===== config.mk =====
export PLATFORM = sky130hd
export DESIGN_NAME = mic_i2s_tx
export DESIGN_NICKNAME = d
export VERILOG_FILES = /design/src/rtl/mic_i2s_tx.sv
export SDC_FILE = /design/constraint.sdc
export NUM_CORES = 1
export LEC_CHECK = 0
export ABC_CLOCK_PERIOD_IN_PS = 2700
export CAP_MARGIN = 5
export CORE_MARGIN = 1.5
export CORE_UTILIZATION = 35
export CTS_BUF_LIST = sky130_fd_sc_hd__clkbuf_2 sky130_fd_sc_hd__clkbuf_4 sky130_fd_sc_hd__clkbuf_8
export DETAILED_ROUTE_END_ITERATION = 10
export GPL_TIMING_DRIVEN = 0
export PLACE_DENSITY = 0.65
export SLEW_MARGIN = 20
export SYNTH_ARGS = -nofsm -noshare
export SYNTH_HDL_FRONTEND = slang
export SYNTH_SLANG_ARGS = --single-unit

===== constraint.sdc =====
create_clock -name clk -period 2.7 [get_ports clk]
set_input_delay 0.54 -clock clk [delete_from_list [all_inputs] [get_ports clk]]
set_output_delay 0.54 -clock clk [all_outputs]
set_load 0.005 [all_outputs]

===== src/rtl/mic_i2s_tx.sv =====
// I2S microphone-side transmitter: one-word holding register, serializes a sample into the selected WS slot.
// Optional MIC_TX_REPEAT_LAST_EN: on underrun resend the last transmitted sample instead of zeros.
`timescale 1ns/1ps
module mic_i2s_tx #(
   parameter int DATA_W    = 24,
   parameter int SLOT_BITS = 32
) (
   input  logic              clk,
   input  logic              rst,
   input  logic              sck_in,
   input  logic              ws_in,
   input  logic              lr_sel,
   input  logic [DATA_W-1:0] sample_data,
   input  logic              sample_valid,
   output logic              sample_ready,
   output logic              sd_out,
   output logic              sd_oe,
   output logic              underrun
);

   // state | meaning
   // IDLE  | slot not ours, pad released
   // ARMED | word loaded, waiting one SCK (I2S delay bit)
   // SHIFT | driving data bits MSB first
   // PAD   | driving zeros until the slot ends, then release
   localparam logic [1:0] IDLE  = 2'd0;
   localparam logic [1:0] ARMED = 2'd1;
   localparam logic [1:0] SHIFT = 2'd2;
   localparam logic [1:0] PAD   = 2'd3;

   localparam int CNT_W = $clog2(SLOT_BITS);
   localparam logic [CNT_W-1:0] LAST_BIT = CNT_W'(DATA_W - 1);

   logic              sck_s1, sck_s2, sck_d;
   logic              ws_s1, ws_s2, ws_q;
   logic              sck_rise, sck_fall, slot_start, slot_end;
   logic              hold_full;
   logic [DATA_W-1:0] hold_data, shreg, fallback;
   logic [1:0]        state;
   logic [CNT_W-1:0]  bit_cnt;
   logic              end_seen;

`ifdef MIC_TX_REPEAT_LAST_EN
   logic [DATA_W-1:0] last_sample;
   assign fallback = last_sample;
`else
   assign fallback = '0;
`endif

   assign sck_rise   = sck_s2 & ~sck_d;
   assign sck_fall   = ~sck_s2 & sck_d;
   assign slot_start = sck_rise & (ws_s2 == lr_sel) & (ws_q != lr_sel);
   assign slot_end   = sck_rise & (ws_q == lr_sel) & (ws_s2 != lr_sel);
   assign sample_ready = ~hold_full;

   always_ff @(posedge clk) begin
      if (rst) begin
         sck_s1 <= 1'b0;
         sck_s2 <= 1'b0;
         sck_d  <= 1'b0;
         ws_s1  <= 1'b0;
         ws_s2  <= 1'b0;
         ws_q   <= ~lr_sel;
      end else begin
         sck_s1 <= sck_in;
         sck_s2 <= sck_s1;
         sck_d  <= sck_s2;
         ws_s1  <= ws_in;
         ws_s2  <= ws_s1;
         if (sck_rise) ws_q <= ws_s2;
      end
   end

   // A write on the transfer clock lands after the transfer, so it is held for the next slot.
   always_ff @(posedge clk) begin
      if (rst) begin
         hold_full <= 1'b0;
         hold_data <= '0;
      end else begin
         if (slot_start) hold_full <= 1'b0;
         if (sample_valid && sample_ready) begin
            hold_full <= 1'b1;
            hold_data <= sample_data;
         end
      end
   end

   always_ff @(posedge clk) begin
      if (rst) begin
         state    <= IDLE;
         sd_out   <= 1'b0;
         sd_oe    <= 1'b0;
         underrun <= 1'b0;
         shreg    <= '0;
         bit_cnt  <= '0;
         end_seen <= 1'b0;
`ifdef MIC_TX_REPEAT_LAST_EN
         last_sample <= '0;
`endif
      end else begin
         underrun <= 1'b0;
         if (slot_start) begin
            // also covers a lost WS edge: the word in flight is dropped
            state    <= ARMED;
            end_seen <= 1'b0;
            bit_cnt  <= '0;
            sd_oe    <= 1'b0;
            sd_out   <= 1'b0;
            if (hold_full) begin
               shreg <= hold_data;
`ifdef MIC_TX_REPEAT_LAST_EN
               last_sample <= hold_data;
`endif
            end else begin
               shreg    <= fallback;
               underrun <= 1'b1;
            end
         end else if (slot_end && state != IDLE) begin
            end_seen <= 1'b1;
            if (state != PAD) begin
               state  <= PAD;
               sd_out <= 1'b0;
            end
         end else if (sck_fall) begin
            case (state)
               ARMED: begin
                  state   <= SHIFT;
                  sd_oe   <= 1'b1;
                  sd_out  <= shreg[DATA_W-1];
                  shreg   <= {shreg[DATA_W-2:0], 1'b0};
                  bit_cnt <= '0;
               end
               SHIFT: begin
                  if (bit_cnt == LAST_BIT) begin
                     state  <= PAD;
                     sd_out <= 1'b0;
                  end else begin
                     sd_out  <= shreg[DATA_W-1];
                     shreg   <= {shreg[DATA_W-2:0], 1'b0};
                     bit_cnt <= bit_cnt + 1'b1;
                  end
               end
               PAD: begin
                  if (end_seen) begin
                     state  <= IDLE;
                     sd_oe  <= 1'b0;
                     sd_out <= 1'b0;
                  end
               end
               default: ;
            endcase
         end
      end
   end

endmodule


==> results of run 1 <==
-- sequential cells by signal, indices dropped and copies added (netlist names) --
name,cells
shreg,24
ws_s1,1
sd_out,1
ws_q,1
sck_d,1
sd_oe,1
hold_full,1
underrun,1
bit_cnt,5
sck_s2,1
ws_s2,1
end_seen,1
hold_data,24
sck_s1,1
state,2
-- logic make-up after synthesis --
group | after synthesis | share of synthesized area, %
flip-flops | 66 | 45.5
buffers and inverters | 56 | 8.69
adder cells (fa/ha/maj) | 1 | 0.428
XOR/XNOR | 5 | 1.50
AO/OA/AOI/OAI | 87 | 16.6
multiplexers | 2 | 0.727
AND/OR/NAND/NOR | 145 | 26.5
-- cells in the mapped netlist (2+ instances only) --
library cell  count
nor3_2           20
nand4_1           2
nand2b_1          4
nor3_1            6
a21oi_1          55
nand2_1          52
clkbuf_1         13
nand3_1           5
dfxtp_1          65
nor3b_1           2
buf_1             3
buf_2             8
a211oi_1          2
and3_1            2
inv_1            27
buf_6             4
nor2_1           33
xor2_1            4
nand3b_1          2
or3b_1            2
nor2b_1           9
a31oi_1          24
-- layout by cell type, fill, tap and decap left out, drive strengths merged --
cell type / n
buf: 16
o21a: 1
nor3: 26
ha: 1
clkbuf: 24
a31oi: 24
and3: 2
clkinv: 3
xnor2: 1
a21o: 1
clkdlybuf4s50: 32
o221ai: 1
edfxtp: 1
o21ai: 1
nor4bb: 1
nand3: 5
nor2: 33
nor3b: 2
nor2b: 9
nand3b: 2
or3b: 3
nand2b: 4
a21oi: 56
or2: 2
bufinv: 1
a31o: 1
clkinvlp: 1
nand2: 52
mux2: 1
or3: 1
inv: 27
a211oi: 2
mux2i: 1
dfxtp: 65
xor2: 4
nand4b: 1
nand4: 2
-- where the power goes --
part | switching [W] | leakage (nW) | internal [W]
Combinational | 0.0000952 | 0.658 | 0.0000807
Clock | 0.000364 | 0.105 | 0.000472
Sequential | 0.0000200 | 0.539 | 0.00101
Total | 0.000480 | 1.30 | 0.00156
-- final timing paths --
path,slack [ns],from,to
worst max-delay path,0.46,lr_sel,shreg[7]$_SDFFE_PP0P_
worst max register to register,0.74,state[1]$_SDFFE_PP0P_,shreg[18]$_SDFFE_PP0P_
worst min-delay path,0.44,sck_s1$_SDFF_PP0_,sck_s2$_SDFF_PP0_
worst min register to register,0.44,sck_s1$_SDFF_PP0_,sck_s2$_SDFF_PP0_
-- per-layer routing --
layer,share of wire (%),routed length [µm],vias up
met2,47,3000,50
li1,-,-,1296
met4,2.5,159,0
met5,0,0,-
met3,3.6,226,12
met1,47,2950,1164
-- metrics by stage --
| step | cells | utilization, % |
|---|---|---|
| 3_5_place_dp | 499 | 41.5 |
| 4_1_cts | 515 | 44.0 |
| 5_1_grt | 515 | 44.0 |
| 2_1_floorplan | 362 | - |
| 3_3_place_gp | 499 | 41.5 |
| 6_report | 515 | 44.0 |
-- critical path, delay by kind of cell --
family | cells | cell delay, ns
compound gates | 3 | 0.61
simple gates | 2 | 0.50
buf+inv | 2 | 0.78
-- cell type report --
type / count / area, µm²
fillers: 817 / 4550
multi-input cells: 240 / 1340
flip-flops and latches: 66 / 1330
repair buffers: 32 / 320
plain buffers: 29 / 153
clock buffers: 11 / 151
well taps: 105 / 131
inverters: 27 / 101
clock inverters: 5 / 52.6
==> results.json, run 1 <==
{
  "status": "complete, no violations",
  "whs_ns": 0.438,
  "drtIter0Drc": 96,
  "htree_levels": 3,
  "use_met2_pct": 23.9,
  "synth.cell_area_um2": 2920,
  "cp.arrival_ns": 2.44,
  "syn_nets": 393,
  "slew_violations": 0,
  "rows": 33,
  "first_global_vias": 2294,
  "end_kind": "flip-flop",
  "fin_tns_setup_ns": 0,
  "area_delta_synth_final_pct": 22.4,
  "p_total_w": 0.00204,
  "antenna_found_initial": 0,
  "synth.area.top_cells": "dfxtp_1, a21oi_1, nor3_2, nand2_1, a31oi_1",
  "core_um2": 8130,
  "cts_buffers": 9,
  "drive_gt1_share_pct": 13.2,
  "root_buffer": "clkbuf_8",
  "detailed_place_hpwl_mm": 4.43,
  "clock-skew-final_ns": 0.00615,
  "placed_area_um2": 3380,
  "min_path_cells": 1,
  "worstMarginPinSlew_ns": 0.739,
  "portBuffers": 32,
  "ir_drop_mv": 0.274,
  "power_density_nw_per_um2": 571,
  "synth_edf_count": 1,
  "grt_use_met1_pct": 19.4,
  "final_nets": 436,
  "finalCritPeriodShare_pct": 82.9,
  "cp_slowest_cell": "clkdlybuf4s50_1",
  "vias": 2522,
  "synth_flop_cell": "dfxtp_1",
  "reg2reg_depth": 8,
  "leakagePower_nw": 1.30,
  "worst_slack_ns": 0.462,
  "grt_pass1_wl_mm": 10.5,
  "grt_usage_pct": 15.2,
  "hold_path_class": "reg2reg",
  "cts.sinks": 66,
  "startpoint_type": "input pin",
  "rsz0062_at_grt": "false",
  "die_x_um": 94.4,
  "drt-total-wl_mm": 6.34,
  "cts_post_setup_buffers_inserted": 0,
  "finalHoldViolCount": 0,
  "hold_buffers": 0,
  "vias_per_cell": 4.90,
  "yosysUniqueCellTypes": 40,
  "grt_use_met3_pct": 3.38,
  "die_h_um": 94.4,
  "synth_seq_cells": 66,
  "synth_top_area_share_pct": 44.5,
  "synthArstFlopShare_pct": 0,
  "clockBufferDepth": 2,
  "relSlewSlack_pct": 50.8,
  "ant_nets": 0,
  "finalInstanceArea_um2": 3580,
  "ys_seq_area_share_pct": 45.5,
  "io_pins": 34,
  "cts_resized": 0,
  "dieArea_um2": 8910,
  "cts.clk_slew.worst_paths_ns": 0.07,
  "wl_per_cell_um": 12.3,
  "start_util_pct": 35.9,
  "worstPathCellList": "clkdlybuf4s50_1 > or3b_1 > a21oi_2 > buf_2 > a21oi_1 > a31oi_1 > nor3_2",
  "finalCriticalPeriod_ns": 2.24,
  "tritoncts": "yes",
  "syn_inst": 362,
  "grt_max_degree": 12,
  "crit_type": "in2reg",
  "cpPeakStageDelay_ns": 0.47,
  "n_antenna_cell": 0,
  "gp_congestion": 0.776,
  "drc_errors": 0,
  "crit_fanout": 10,
  "max_cap_violations": 0,
  "setup_viol": 0,
  "busiest_layer": "met2",
  "yosys.area.top_type": "dfxtp_1",
  "clock_latency_ns": 0.33,
  "fmax_mhz": 447,
  "ys_warn_count": 0,
  "overflow": 0,
  "avgSynthCellArea_um2": 8.08,
  "required_ns": 2.90,
  "drt_first_pass_iters": 4,
  "pre_cts_ws_ns": 0.105
}
(Power assumes the default switching activity.)
==> run 2: changes to the inputs <==
--- a/config.mk
+++ b/config.mk
@@ -5,7 +5,7 @@
 export SDC_FILE = /design/constraint.sdc
 export NUM_CORES = 1
 export LEC_CHECK = 0
-export ABC_CLOCK_PERIOD_IN_PS = 2700
+export ABC_CLOCK_PERIOD_IN_PS = 2200
 export CAP_MARGIN = 5
 export CORE_MARGIN = 1.5
 export CORE_UTILIZATION = 35
==> constraint.sdc (replaced) <==
create_clock -name clk -period 2.2 [get_ports clk]
set_input_delay 0.44 -clock clk [delete_from_list [all_inputs] [get_ports clk]]
set_output_delay 0.44 -clock clk [all_outputs]
set_load 0.005 [all_outputs]
==> run 2 against run 1 <==
Sequential cell count unchanged. Count of clock-buffer cells in the layout unchanged. Highest routed layer unchanged. Non-clock buffer count unchanged. Worst hold slack about the same. Total power increased by 23%. Utilization increased by 0.12 points. Critical path depth decreased by 4. Largest power group unchanged. Clock skew increased by 0.0012 ns. Sequential power increased by 22%.
==> results.json, run 2 (synthesis results as in run 1) <==
{
  "status": "complete, no violations",
  "reg.largest.list": "hold_data x24, shreg x24, bit_cnt x5",
  "ant_nets": 0,
  "antenna_found_initial": 0,
  "min_to": "sck_s2$_SDFF_PP0_",
  "leakagePower_nw": 1.30,
  "area_delta_synth_final_pct": 22.8,
  "drt_first_pass_iters": 4,
  "grt_usage_pct": 15.2,
  "min_path_cells": 1,
  "hold_path_class": "reg2reg",
  "r2r-end": "shreg[18]$_SDFFE_PP0P_",
  "busiest_layer": "met2",
  "vias": 2530,
  "clock_latency_ns": 0.34,
  "fmax_mhz": 482,
  "pre_cts_ws_ns": -0.295,
  "overflow": 0,
  "start_util_pct": 35.9,
  "grt_use_met3_pct": 3.38,
  "min_from": "sck_s1$_SDFF_PP0_",
  "clkPwrFrac_pct": 40.9,
  "finalCritPeriodShare_pct": 94.2,
  "final_common_cell": "dfxtp_1",
  "power_density_nw_per_um2": 699,
  "portBuffers": 32,
  "worstMarginPinSlew_ns": 0.726,
  "r2r-start": "state[1]$_SDFFE_PP0P_",
  "die_x_um": 94.4,
  "first_global_vias": 2294,
  "vias_per_cell": 4.91,
  "reg2reg_depth": 8,
  "use_met2_pct": 23.9,
  "slew_violations": 0,
  "power_frac_comb_pct": 8.7,
  "drive_gt1_share_pct": 13.2,
  "max_cap_violations": 0,
  "clockBufferDepth": 2,
  "grt_max_degree": 12,
  "rsz0062_at_grt": "false",
  "die_h_um": 94.4,
  "drc_errors": 0,
  "wl_per_cell_um": 12.3,
  "intPower_w": 0.00192,
  "detailed_place_hpwl_mm": 4.43,
  "placed_cells": 499,
  "ir_drop_mv": 0.336,
  "relSlewSlack_pct": 51.6,
  "cp.arrival_ns": 1.63,
  "cts.sinks": 66,
  "final_nets": 436,
  "p_switching_w": 0.000591,
  "n_antenna_cell": 0,
  "grt_pass1_wl_mm": 10.5,
  "dieArea_um2": 8910,
  "seq_power_share_pct": 50.4,
  "final_cells": 515,
  "required_ns": 1.76,
  "finalHoldViolCount": 0,
  "drtIter0Drc": 105,
  "fin_tns_setup_ns": 0,
  "setup_viol": 0,
  "clock-skew-final_ns": 0.00731,
  "grt_use_met1_pct": 19.4,
  "end_kind": "output pin",
  "drt-total-wl_mm": 6.35,
  "worst_slack_ns": 0.127,
  "rows": 33,
  "cts.clk_slew.worst_paths_ns": 0.07,
  "finalCriticalPeriod_ns": 2.07,
  "cts_buffers": 9,
  "tritoncts": "yes",
  "crit_fanout": 10,
  "postLayoutCoreUtil_pct": 44.1,
  "core_um2": 8130,
  "startpoint_type": "flip-flop",
  "htree_levels": 3,
  "regToRegSetupSlack_ns": 0.23,
  "gp_congestion": 0.776,
  "crit_type": "reg2out",
  "hold_buffers": 0,
  "whs_ns": 0.438,
  "root_buffer": "clkbuf_8",
  "io_pins": 34,
  "layout_common_cells": "dfxtp_1, a21oi_1, nand2_1, nor2_1, clkdlybuf4s50_1",
  "switching_share_pct": 23.5
}
==> run 2: how the worst max path moves through the flow <==
stage                            startpoint                     end  slack, ns  depth (start not counted)
floorplan           bit_cnt[0]$_SDFFE_PP0P_  shreg[12]$_SDFFE_PP0P_       0.51                          8
global placement                     lr_sel   shreg[7]$_SDFFE_PP0P_      -0.24                          7
detailed placement                   lr_sel   shreg[4]$_SDFFE_PP0P_      -0.29                          7
CTS                                  lr_sel   shreg[7]$_SDFFE_PP0P_       0.06                          7
global route                         lr_sel   shreg[7]$_SDFFE_PP0P_       0.02                          7
finish               hold_full$_SDFFE_PP0P_            sample_ready       0.13                          3
==> run 2: worst max-delay path, cell delays in order, from the launching register on <==
cell and delay [ns]:
dfxtp_1 0.33, clkbuf_1 0.34, inv_1 0.16, clkdlybuf4s50_1 0.47
==> run 2: power groups by stage <==
stage | Sequential, W | Combinational (W) | Clock (W)
2_1_floorplan | 0.00128 | 0.000129 | 0
3_3_place_gp | 0.00129 | 0.000213 | 0
3_5_place_dp | 0.00129 | 0.000217 | 0
4_1_cts | 0.00126 | 0.000218 | 0.00105
5_1_grt | 0.00127 | 0.000242 | 0.00112
6_report | 0.00126 | 0.000217 | 0.00103
==> run 2: stage by stage <==
stage          power (W)  instance area (µm²)
4_1_cts          0.00254                 3580
3_3_place_gp     0.00150                 3380
2_1_floorplan    0.00141                 2920
5_1_grt          0.00263                 3590
3_5_place_dp     0.00151                 3380
6_report         0.00251                 3590
==> run 2: layer usage <==
layer	part of all wire (%)	wire, µm
met3	3.5	220
met4	2.3	148
met1	47	3010
met2	47	2970
met5	0	0
==> run 2: layout make-up <==
class / count / area [µm²]
Sequential cell: 66 / 1330
Buffer: 29 / 155
Fill cell: 817 / 4540
Inverter: 27 / 101
Multi-Input combinational cell: 240 / 1350
Timing Repair Buffer: 32 / 320
Tap cell: 105 / 131
Clock buffer: 11 / 151
Clock inverter: 5 / 52.6
==> run 2: timing repair <==
action / CTS / global route
setup buffers: 0 / 0
resized for setup: 0 / 2
endpoints found under the hold margin: 0 / 0
endpoints found under the setup margin: 0 / 23
==> run 3: changes to the inputs <==
--- a/config.mk
+++ b/config.mk
@@ -10,6 +10,7 @@
 export CORE_MARGIN = 1.5
 export CORE_UTILIZATION = 35
 export CTS_BUF_LIST = sky130_fd_sc_hd__clkbuf_2 sky130_fd_sc_hd__clkbuf_4 sky130_fd_sc_hd__clkbuf_8
+export CTS_CLUSTER_SIZE = 20
 export DETAILED_ROUTE_END_ITERATION = 10
 export GPL_TIMING_DRIVEN = 0
 export PLACE_DENSITY = 0.65
==> results of run 3 <==
The final DEF is identical to that of run 2; final timing and power are the same.
